===== config.mk =====
export PLATFORM = sky130hd
export DESIGN_NAME = ext_clkgen
export DESIGN_NICKNAME = d
export VERILOG_FILES = /design/src/rtl/ext_clkgen.sv
export SDC_FILE = /design/constraint.sdc
export NUM_CORES = 1
export LEC_CHECK = 0
export CAP_MARGIN = 20
export CORE_UTILIZATION = 59
export DETAILED_ROUTE_END_ITERATION = 7
export PLACE_DENSITY = 0.78
export SLEW_MARGIN = 20
export SYNTH_ARGS = -nofsm -noshare
export SYNTH_HDL_FRONTEND = slang
export SYNTH_SLANG_ARGS = --single-unit

===== constraint.sdc =====
create_clock -name clk32 -period 2.5 [get_ports clk32]
set_input_delay 0.25 -clock clk32 [delete_from_list [all_inputs] [get_ports clk32]]
set_output_delay 0.25 -clock clk32 [all_outputs]
set_load 0.02 [all_outputs]

===== src/rtl/ext_clkgen.sv =====
// rtl/ext_clkgen.sv - derives GS/SAA/YM clocks and the GS periodic interrupt from clk32
module ext_clkgen #(
  parameter int YM_INC  = 7,
  parameter int YM_BITS = 7,
  parameter int INT_INC = 3,
  parameter int INT_MOD = 2560,
  parameter int INT_MAX = 256
) (
  input  logic       clk32,
  input  logic       rst_n,
  input  logic [1:0] gclk_sel,
  input  logic       n_gm1,
  input  logic       n_giorq,
  output logic       gclk,
  output logic       saa_clk,
  output logic       ym_m,
  output logic       n_gint
);

  localparam int TW = (INT_MAX > 1) ? $clog2(INT_MAX) : 1;
  localparam logic [11:0]   INC12 = 12'(INT_INC);
  localparam logic [11:0]   MOD12 = 12'(INT_MOD);
  localparam logic [TW-1:0] TLAST = TW'(INT_MAX - 1);

  typedef enum logic {IDLE, ACTIVE} state_t;

  logic [1:0]         saa_cnt;
  logic [YM_BITS-1:0] ym_acc;
  logic [1:0]         gsel, gsel_n;
  logic [1:0]         gcnt, gcnt_n;
  logic               gclk_n;
  logic [11:0]        iacc, iacc_sum;
  logic               tick;
  logic [1:0]         m1_sync, iorq_sync;
  logic               ack, ack_prev, ack_edge;
  state_t             state, state_n;
  logic [TW-1:0]      tcnt, tcnt_n;

  // SAA clock is the MSB of a free-running divide-by-4 counter
  assign saa_clk = saa_cnt[1];

  always_ff @(posedge clk32 or negedge rst_n) begin
    if (!rst_n) begin
      saa_cnt <= '0;
      ym_acc  <= '0;
      ym_m    <= 1'b0;
    end else begin
      saa_cnt <= saa_cnt + 2'd1;
      ym_acc  <= ym_acc + YM_BITS'(YM_INC);
      ym_m    <= ym_acc[YM_BITS-1];
    end
  end

  function automatic logic [1:0] div_last(input logic [1:0] s);
    case (s)
      2'b00:   div_last = 2'd1;
      2'b01:   div_last = 2'd2;
      2'b10:   div_last = 2'd3;
      default: div_last = 2'd0;
    endcase
  endfunction

  function automatic logic [1:0] div_high(input logic [1:0] s);
    case (s)
      2'b00:   div_high = 2'd1;
      2'b01:   div_high = 2'd2;
      2'b10:   div_high = 2'd2;
      default: div_high = 2'd0;
    endcase
  endfunction

  // New selection only takes effect on a period boundary, so no runt pulses
  always_comb begin
    gsel_n = gsel;
    gcnt_n = gcnt + 2'd1;
    if (gsel == 2'b11 || gcnt == div_last(gsel)) begin
      gsel_n = gclk_sel;
      gcnt_n = 2'd0;
    end
    gclk_n = (gsel_n != 2'b11) && (gcnt_n < div_high(gsel_n));
  end

  always_ff @(posedge clk32 or negedge rst_n) begin
    if (!rst_n) begin
      gsel <= 2'b00;
      gcnt <= 2'd0;
      gclk <= 1'b0;
    end else begin
      gsel <= gsel_n;
      gcnt <= gcnt_n;
      gclk <= gclk_n;
    end
  end

  assign iacc_sum = iacc + INC12;
  assign tick     = (iacc_sum >= MOD12);

  always_ff @(posedge clk32 or negedge rst_n) begin
    if (!rst_n) begin
      iacc <= '0;
    end else begin
      iacc <= tick ? (iacc_sum - MOD12) : iacc_sum;
    end
  end

  // Acknowledge needs a fresh assertion: a held-low M1+IORQ clears only once
  assign ack      = ~m1_sync[1] & ~iorq_sync[1];
  assign ack_edge = ack & ~ack_prev;

  always_ff @(posedge clk32 or negedge rst_n) begin
    if (!rst_n) begin
      m1_sync   <= 2'b00;
      iorq_sync <= 2'b00;
      ack_prev  <= 1'b0;
    end else begin
      m1_sync   <= {m1_sync[0], n_gm1};
      iorq_sync <= {iorq_sync[0], n_giorq};
      ack_prev  <= ack;
    end
  end

  always_comb begin
    state_n = state;
    tcnt_n  = tcnt;
    case (state)
      IDLE: begin
        if (tick) begin
          state_n = ACTIVE;
          tcnt_n  = '0;
        end
      end
      ACTIVE: begin
        if (ack_edge) begin
          state_n = IDLE;
        end else if (tick) begin
          tcnt_n = '0;
        end else if (tcnt == TLAST) begin
          state_n = IDLE;
        end else begin
          tcnt_n = tcnt + 1'b1;
        end
      end
      default: state_n = IDLE;
    endcase
  end

  always_ff @(posedge clk32 or negedge rst_n) begin
    if (!rst_n) begin
      state <= IDLE;
      tcnt  <= '0;
    end else begin
      state <= state_n;
      tcnt  <= tcnt_n;
    end
  end

  assign n_gint = (state == IDLE);

endmodule

==> out/qor.yml, run 1 <==
drt:
  route.detailed.drc: 0
  avgViaCountPerCell: 5.70
  vias: 1356
  wl_per_cell_um: 13.9
  drt_iter0_drc: 45
  dr.pass1.iters: 4
  drt-total-wl_um: 3320
  ant_nets: 0
sta:
  slew_viol_final: 0
  period_needed_ps: 2370
  setup_tns_ps: 0
  hold_slack_ps: -1.64
  worstMarginPinSlew_ps: 873
  hold_viol: 1
  slew_headroom_pct: 41.8
  period_share_pct: 94.8
  final-setup-viol-count: 0
  finClkSkew_ps: 14.4
  max_freq_mhz: 422
  rsz0062_at_grt: "false"
synthesis:
  synth_ff_type: "dfrtp_1"
  synth_edf_count: 0
  yosysMostFrequentCell: "dfrtp_1"
  synth.distinct_cells: 48
  yosysTopAreaCell: "dfrtp_1"
  synthArstFlopShare_pct: 100
  yosysSeqAreaShare_pct: 50.1
  synthesis.instances: 181
  synth_area_um2: 2050
  synth-warning-count: 0
  synth_area_leaders: "dfrtp_1, ha_1, xnor2_1"
  synth.top_cell.area_share_pct: 50.1
  synth.ff_latch_count: 41
  synth.net_count: 195
  synth.avg_cell_area_um2: 11.3
  synthTopCellsByCount: "dfrtp_1, nand2_1, inv_1"
placement:
  io_buffers: 9
  dpl.hpwl_um: 2370
  place_congestion: 0.825
  dpl_cell_area_um2: 2120
clock_tree:
  clk_pin_slew_ps: 120
  h-tree-depth: 2
  cts_buffer_depth: 2
  clock_latency_ps: 360
  ctsRootBufferMaster: "clkbuf_4"
  cts_tree: "built"
  postCtsHoldBufs: 0
  clkSinkCount: 41
  cts-buffers-inserted: 5
worst_setup_path:
  cp.arrival_ps: 2600
  cp.required_ps: 2730
  r2r_end: "iacc[10]"
  crit_path_end: "iacc[10]"
  crit_buf_inv: 2
  worst_path_dominant_cell_family: "adder cells"
  rrSetupSlack_ps: 130
  worstPathCellList: "inv_1 -> ha_1 -> nor2_2 -> nand3_1 -> xor2_1 -> ha_1 -> inv_1 -> and3_2 -> o21ai_0 -> o32ai_1"
  critPathKind: "reg2reg"
  cp_max_fo: 6
  ff2ff_path_depth: 10
  worst_path_max_delay_cell: "dfrtp_1"
  crit_path_start: "iacc[0]"
  crit_path_start_kind: "flop"
  r2r_start: "iacc[0]"
  max_stage_delay_ps: 410
  crit_cells: 10
  worstSetupEndpointType: "flop"
final_layout:
  synthToLayoutAreaGrowth_pct: 7.21
  finalNetCount: 205
  fin_area_um2: 2200
  layout-drive-gt1-share_pct: 15.6
  diodes: 0
power_and_ir_drop:
  ir_worst_vdd_uv: 733
  p_leak_uw: 0.000931
  power.density_nw_per_um2: 688
  power_uw: 1510
status:
  status: "finished with violations"
  violations: "negative hold slack"
floorplan:
  coreArea_um2: 3340
  die_area_um2: 3710
  initial_core_util_pct: 61.4
  pin_count: 10
  num_rows: 21
  die_h_um: 60.9
  die_x_um: 60.9
flow_run:
  cap_viol_max_count: 0
grt:
  grt_max_degree: 42
  track_usage_pct: 21.5
  grt_pass1_wl_um: 5730
  grt-ovfl-total: 0
  antenna_found_initial: 0
  grt_pass1_vias: 1397
hold_path:
  min_path_type: "in2async"
final cells by class:
class	instances	area (um2)
clock inverters	1	8.76
flip-flops and latches	41	1030
inverters	13	48.8
repair buffers	9	85.1
well taps	46	57.6
fillers	272	1140
multi-input cells	121	905
clock buffers	7	65.1
worst register-to-register path, delay by kind of cell, from the launching register on:
| kind | cells | cell delay [ps] |
|---|---|---|
| XOR/XNOR | 1 | 210 |
| AND/OR/NAND/NOR | 3 | 600 |
| AO/OA/AOI/OAI | 2 | 320 |
| adder cells (fa/ha/maj) | 2 | 600 |
| buffers and inverters | 2 | 130 |
| flip-flops | 1 | 410 |
kinds of logic (layout without fill, tap and decap cells):
group	Yosys count	count (layout)	share of synthesized area, %
mux	4	4	2.20
fa+ha+maj	8	8	4.89
compound gates	35	35	14.1
flops	41	41	50.1
buf+inv	19	30	5.86
simple gates	55	55	14.4
xor+xnor	19	19	8.49
what timing repair did:
action	CTS	global route
buffers inserted	0	0
endpoints found under the setup margin	0	2
gates resized for setup	0	1
flip-flops by register name, summed over array words and instances, names as in the netlist, 2 cells and up:
register / flops
gcnt: 2
saa_cnt: 2
tcnt: 8
ym_acc: 7
gsel: 2
m1_sync: 2
iorq_sync: 2
iacc: 12
worst min path at each step:
stage                         endpoint  slack (ps)  cells after the start
final                          iacc[9]          -2                      1
after global routing           tcnt[6]          60                      1
after CTS                      tcnt[6]          20                      1
after detailed placement    m1_sync[1]         350                      0
after global placement    iorq_sync[1]         340                      0
after floorplan               ack_prev         -50                      0
layout by cell type, fill, tap and decap left out, drive strengths merged, types with 2 or more instances in the layout:
| cell | Yosys | routed |
|---|---|---|
| xor2 | 7 | 7 |
| nor2 | 6 | 6 |
| clkbuf | 3 | 7 |
| and2 | 3 | 3 |
| o32ai | 5 | 5 |
| mux2i | 3 | 3 |
| nand2b | 2 | 2 |
| dfrtp | 41 | 41 |
| ha | 8 | 8 |
| nor3 | 3 | 3 |
| nand2 | 16 | 16 |
| or2 | 3 | 3 |
| nand3 | 7 | 7 |
| nor2b | 2 | 2 |
| inv | 13 | 14 |
| nand4 | 4 | 4 |
| o21ai | 13 | 13 |
| a211oi | 2 | 2 |
| a21oi | 4 | 4 |
| clkdlybuf4s50 | 0 | 8 |
| nor4 | 3 | 3 |
| xnor2 | 12 | 12 |
metal layers:
| metal | wire length (um) | track usage (%) | up-vias |
|---|---|---|---|
| met2 | 1580 | 34.7 | 32 |
| met5 | 0 | 0 | - |
| met4 | 78 | 11.0 | 0 |
| met3 | 130 | 7.04 | 11 |
| li1 | - | - | 658 |
| met1 | 1530 | 25.9 | 655 |
metrics by stage:
stage / cells / setup WS, ps / util, %
2_1_floorplan: 181 / 441 / -
3_3_place_gp: 230 / 293 / 63.5
3_5_place_dp: 230 / 141 / 63.5
4_1_cts: 238 / 113 / 65.7
5_1_grt: 238 / 0.890 / 65.8
6_report: 238 / 130 / 65.8
power breakdown:
part | total (uW) | switching [uW] | internal, uW
registers | 748 | 34.6 | 714
logic | 369 | 197 | 173
clock network | 392 | 224 | 168
(Power assumes the default switching activity.)
==> run 2: changes to the inputs <==
--- a/config.mk
+++ b/config.mk
@@ -7,6 +7,7 @@
 export LEC_CHECK = 0
 export CAP_MARGIN = 20
 export CORE_UTILIZATION = 59
+export CTS_BUF_LIST = sky130_fd_sc_hd__clkbuf_16
 export DETAILED_ROUTE_END_ITERATION = 7
 export PLACE_DENSITY = 0.78
 export SLEW_MARGIN = 20
==> out/qor.yml, run 2 (synthesis gave the netlist of run 1 again) <==
sta:
  hold_viol: 0  # -1
  worstMarginPinSlew_ps: 881  # +7.57 ps
  hold_slack_ps: 91.2  # +92.9 ps
  max_freq_mhz: 431  # +2.3%
  setup_tns_ps: 0  # unchanged
  rsz0062_at_grt: "false"
  slew_viol_final: 0  # unchanged
  finClkSkew_ps: 5.77  # -8.58 ps
  period_share_pct: 92.7  # -2.1 points
  fin_ws_ps: 182  # +52.2 ps
  final-setup-viol-count: 0  # unchanged
  period_needed_ps: 2320  # -52.2 ps
  slew_headroom_pct: 41.3  # -0.50 points
floorplan:
  num_rows: 21  # unchanged
  initial_core_util_pct: 61.4  # unchanged
  die_area_um2: 3710  # unchanged
  die_h_um: 60.9  # unchanged
  coreArea_um2: 3340  # unchanged
  pin_count: 10  # unchanged
  die_x_um: 60.9  # unchanged
final_layout:
  layout-drive-gt1-share_pct: 14.6  # -1.0 points
  synthToLayoutAreaGrowth_pct: 10.5
  diodes: 0  # unchanged
  largest_reg_flops: 12  # unchanged
  top_register: "iacc"
  fin_util_pct: 67.8  # +2.0 points
  layout_commonest_cell: "dfrtp_1"
  finalNetCount: 205  # unchanged
  stdcell_count: 238  # unchanged
  top_regs: "iacc: 12 flops, tcnt: 8 flops, ym_acc: 7 flops"
  final_cell_mix: "dfrtp_1, nand2_1, inv_1"
drt:
  vias: 1390  # +2.5%
  dr.pass1.iters: 4  # unchanged
  wl_per_cell_um: 14.5  # +3.7%
  drt_iter0_drc: 39  # -13%
  route.detailed.drc: 0  # unchanged
  ant_nets: 0  # unchanged
  avgViaCountPerCell: 5.84  # +2.5%
  drt-total-wl_um: 3440  # +3.7%
worst_setup_path:
  cp.arrival_ps: 2470  # -130 ps
  worstPathCellList: "inv_1 -> ha_1 -> nor2_2 -> nand3_1 -> xor2_1 -> ha_1 -> inv_1 -> and3_2 -> o21ai_0 -> o32ai_1"
  worst_path_max_delay_cell: "dfrtp_1"
  cp.required_ps: 2650  # -80 ps
  worstSetupEndpointType: "flop"
  crit_path_start_kind: "flop"
  max_stage_delay_ps: 380  # -30 ps
  crit_buf_inv: 2  # unchanged
  worst_path_dominant_cell_family: "simple AND/OR/NAND/NOR gates"
  critPathKind: "reg2reg"
  cp_max_fo: 6  # unchanged
clock_tree:
  cts_buffer_depth: 2  # unchanged
  cts_setup_buffers: 0  # unchanged
  h-tree-depth: 2  # unchanged
  cts_resized: 0  # unchanged
  ctsRootBufferMaster: "clkbuf_16"
  postCtsHoldBufs: 0  # unchanged
  cts_tree: "built"
  cts-buffers-inserted: 5  # unchanged
  clkSinkCount: 41  # unchanged
  clock_latency_ps: 280  # -80 ps
  clk_pin_slew_ps: 60  # -60 ps
grt:
  grt-ovfl-total: 0  # unchanged
  grt_max_degree: 42  # unchanged
  grt_pass1_wl_um: 6040  # +5.4%
  grt_pass1_vias: 1452  # +3.9%
  antenna_found_initial: 0  # unchanged
  track_usage_pct: 22.4  # +0.89 points
placement:
  preCtsSetupSlack_ps: 141  # unchanged
  dpl.hpwl_um: 2370  # unchanged
  place_congestion: 0.825  # unchanged
  io_buffers: 9  # unchanged
  dp_cells: 230  # unchanged
power_and_ir_drop:
  power.density_nw_per_um2: 766  # +11%
  p_leak_uw: 0.000959  # +2.9%
  ir_worst_vdd_uv: 752  # +2.5%
hold_path:
  min_path_type: "in2async"
status:
  status: "finished clean"
flow_run:
  cap_viol_max_count: 0  # unchanged
[run 2: area by class of cell]
| cell class | instances | area, um2 |
|---|---|---|
| clock buffer | 5 | 125 |
| sequential | 41 | 1030 |
| multi-input combinational | 121 | 905 |
| tap | 46 | 57.6 |
| timing repair buffer | 9 | 85.1 |
| inverter | 13 | 48.8 |
| fill | 266 | 1070 |
| clock inverter | 3 | 16.3 |
[run 2: stage by stage]
| stage | instance area, um2 | total power, uW |
|---|---|---|
| after detailed placement | 2120 | 1140 |
| after global placement | 2120 | 1110 |
| after floorplan | 2050 | 1040 |
| after global routing | 2260 | 1830 |
| after CTS | 2260 | 1760 |
| final | 2260 | 1730 |
[run 2: report_power, final]
group	internal [uW]	switching, uW
clock network	366	248
registers	715	35.1
logic	173	197
[run 2: worst register-to-register path, stage by stage (launching register included)]
cell and delay (ps):
dfrtp_1 380, inv_1 80, ha_1 280, nor2_2 270, nand3_1 170, xor2_1 200, ha_1 320, inv_1 60
and3_2 170, o21ai_0 160, o32ai_1 100
[run 2: final timing paths]
check	start	end	slack, ps	cells past startpoint
hold reg to reg	m1_sync[0]	m1_sync[1]	350	0
hold / removal	rst_n	iacc[9]	90	1
setup / recovery	iacc[0]	iacc[10]	180	10
setup reg to reg	iacc[0]	iacc[10]	180	10
min in group clk32	m1_sync[0]	m1_sync[1]	350	0
max in group asynchronous	rst_n	iacc[8]	1850	1
[run 2: layer usage]
layer / track usage [%] / up-vias / wire length, um
li1: - / 663 / -
met1: 27.9 / 691 / 1520
met2: 36.6 / 30 / 1780
met3: 5.54 / 6 / 107
met4: 11.0 / 0 / 36
met5: 0 / - / 0
==> run 3: changes to the inputs <==
--- a/config.mk
+++ b/config.mk
@@ -10,7 +10,6 @@
 export CTS_BUF_LIST = sky130_fd_sc_hd__clkbuf_16
 export DETAILED_ROUTE_END_ITERATION = 7
 export PLACE_DENSITY = 0.78
-export SLEW_MARGIN = 20
 export SYNTH_ARGS = -nofsm -noshare
 export SYNTH_HDL_FRONTEND = slang
 export SYNTH_SLANG_ARGS = --single-unit
==> results of run 3 <==
Same layout as run 2: the final DEF is identical, and so are final timing and power.
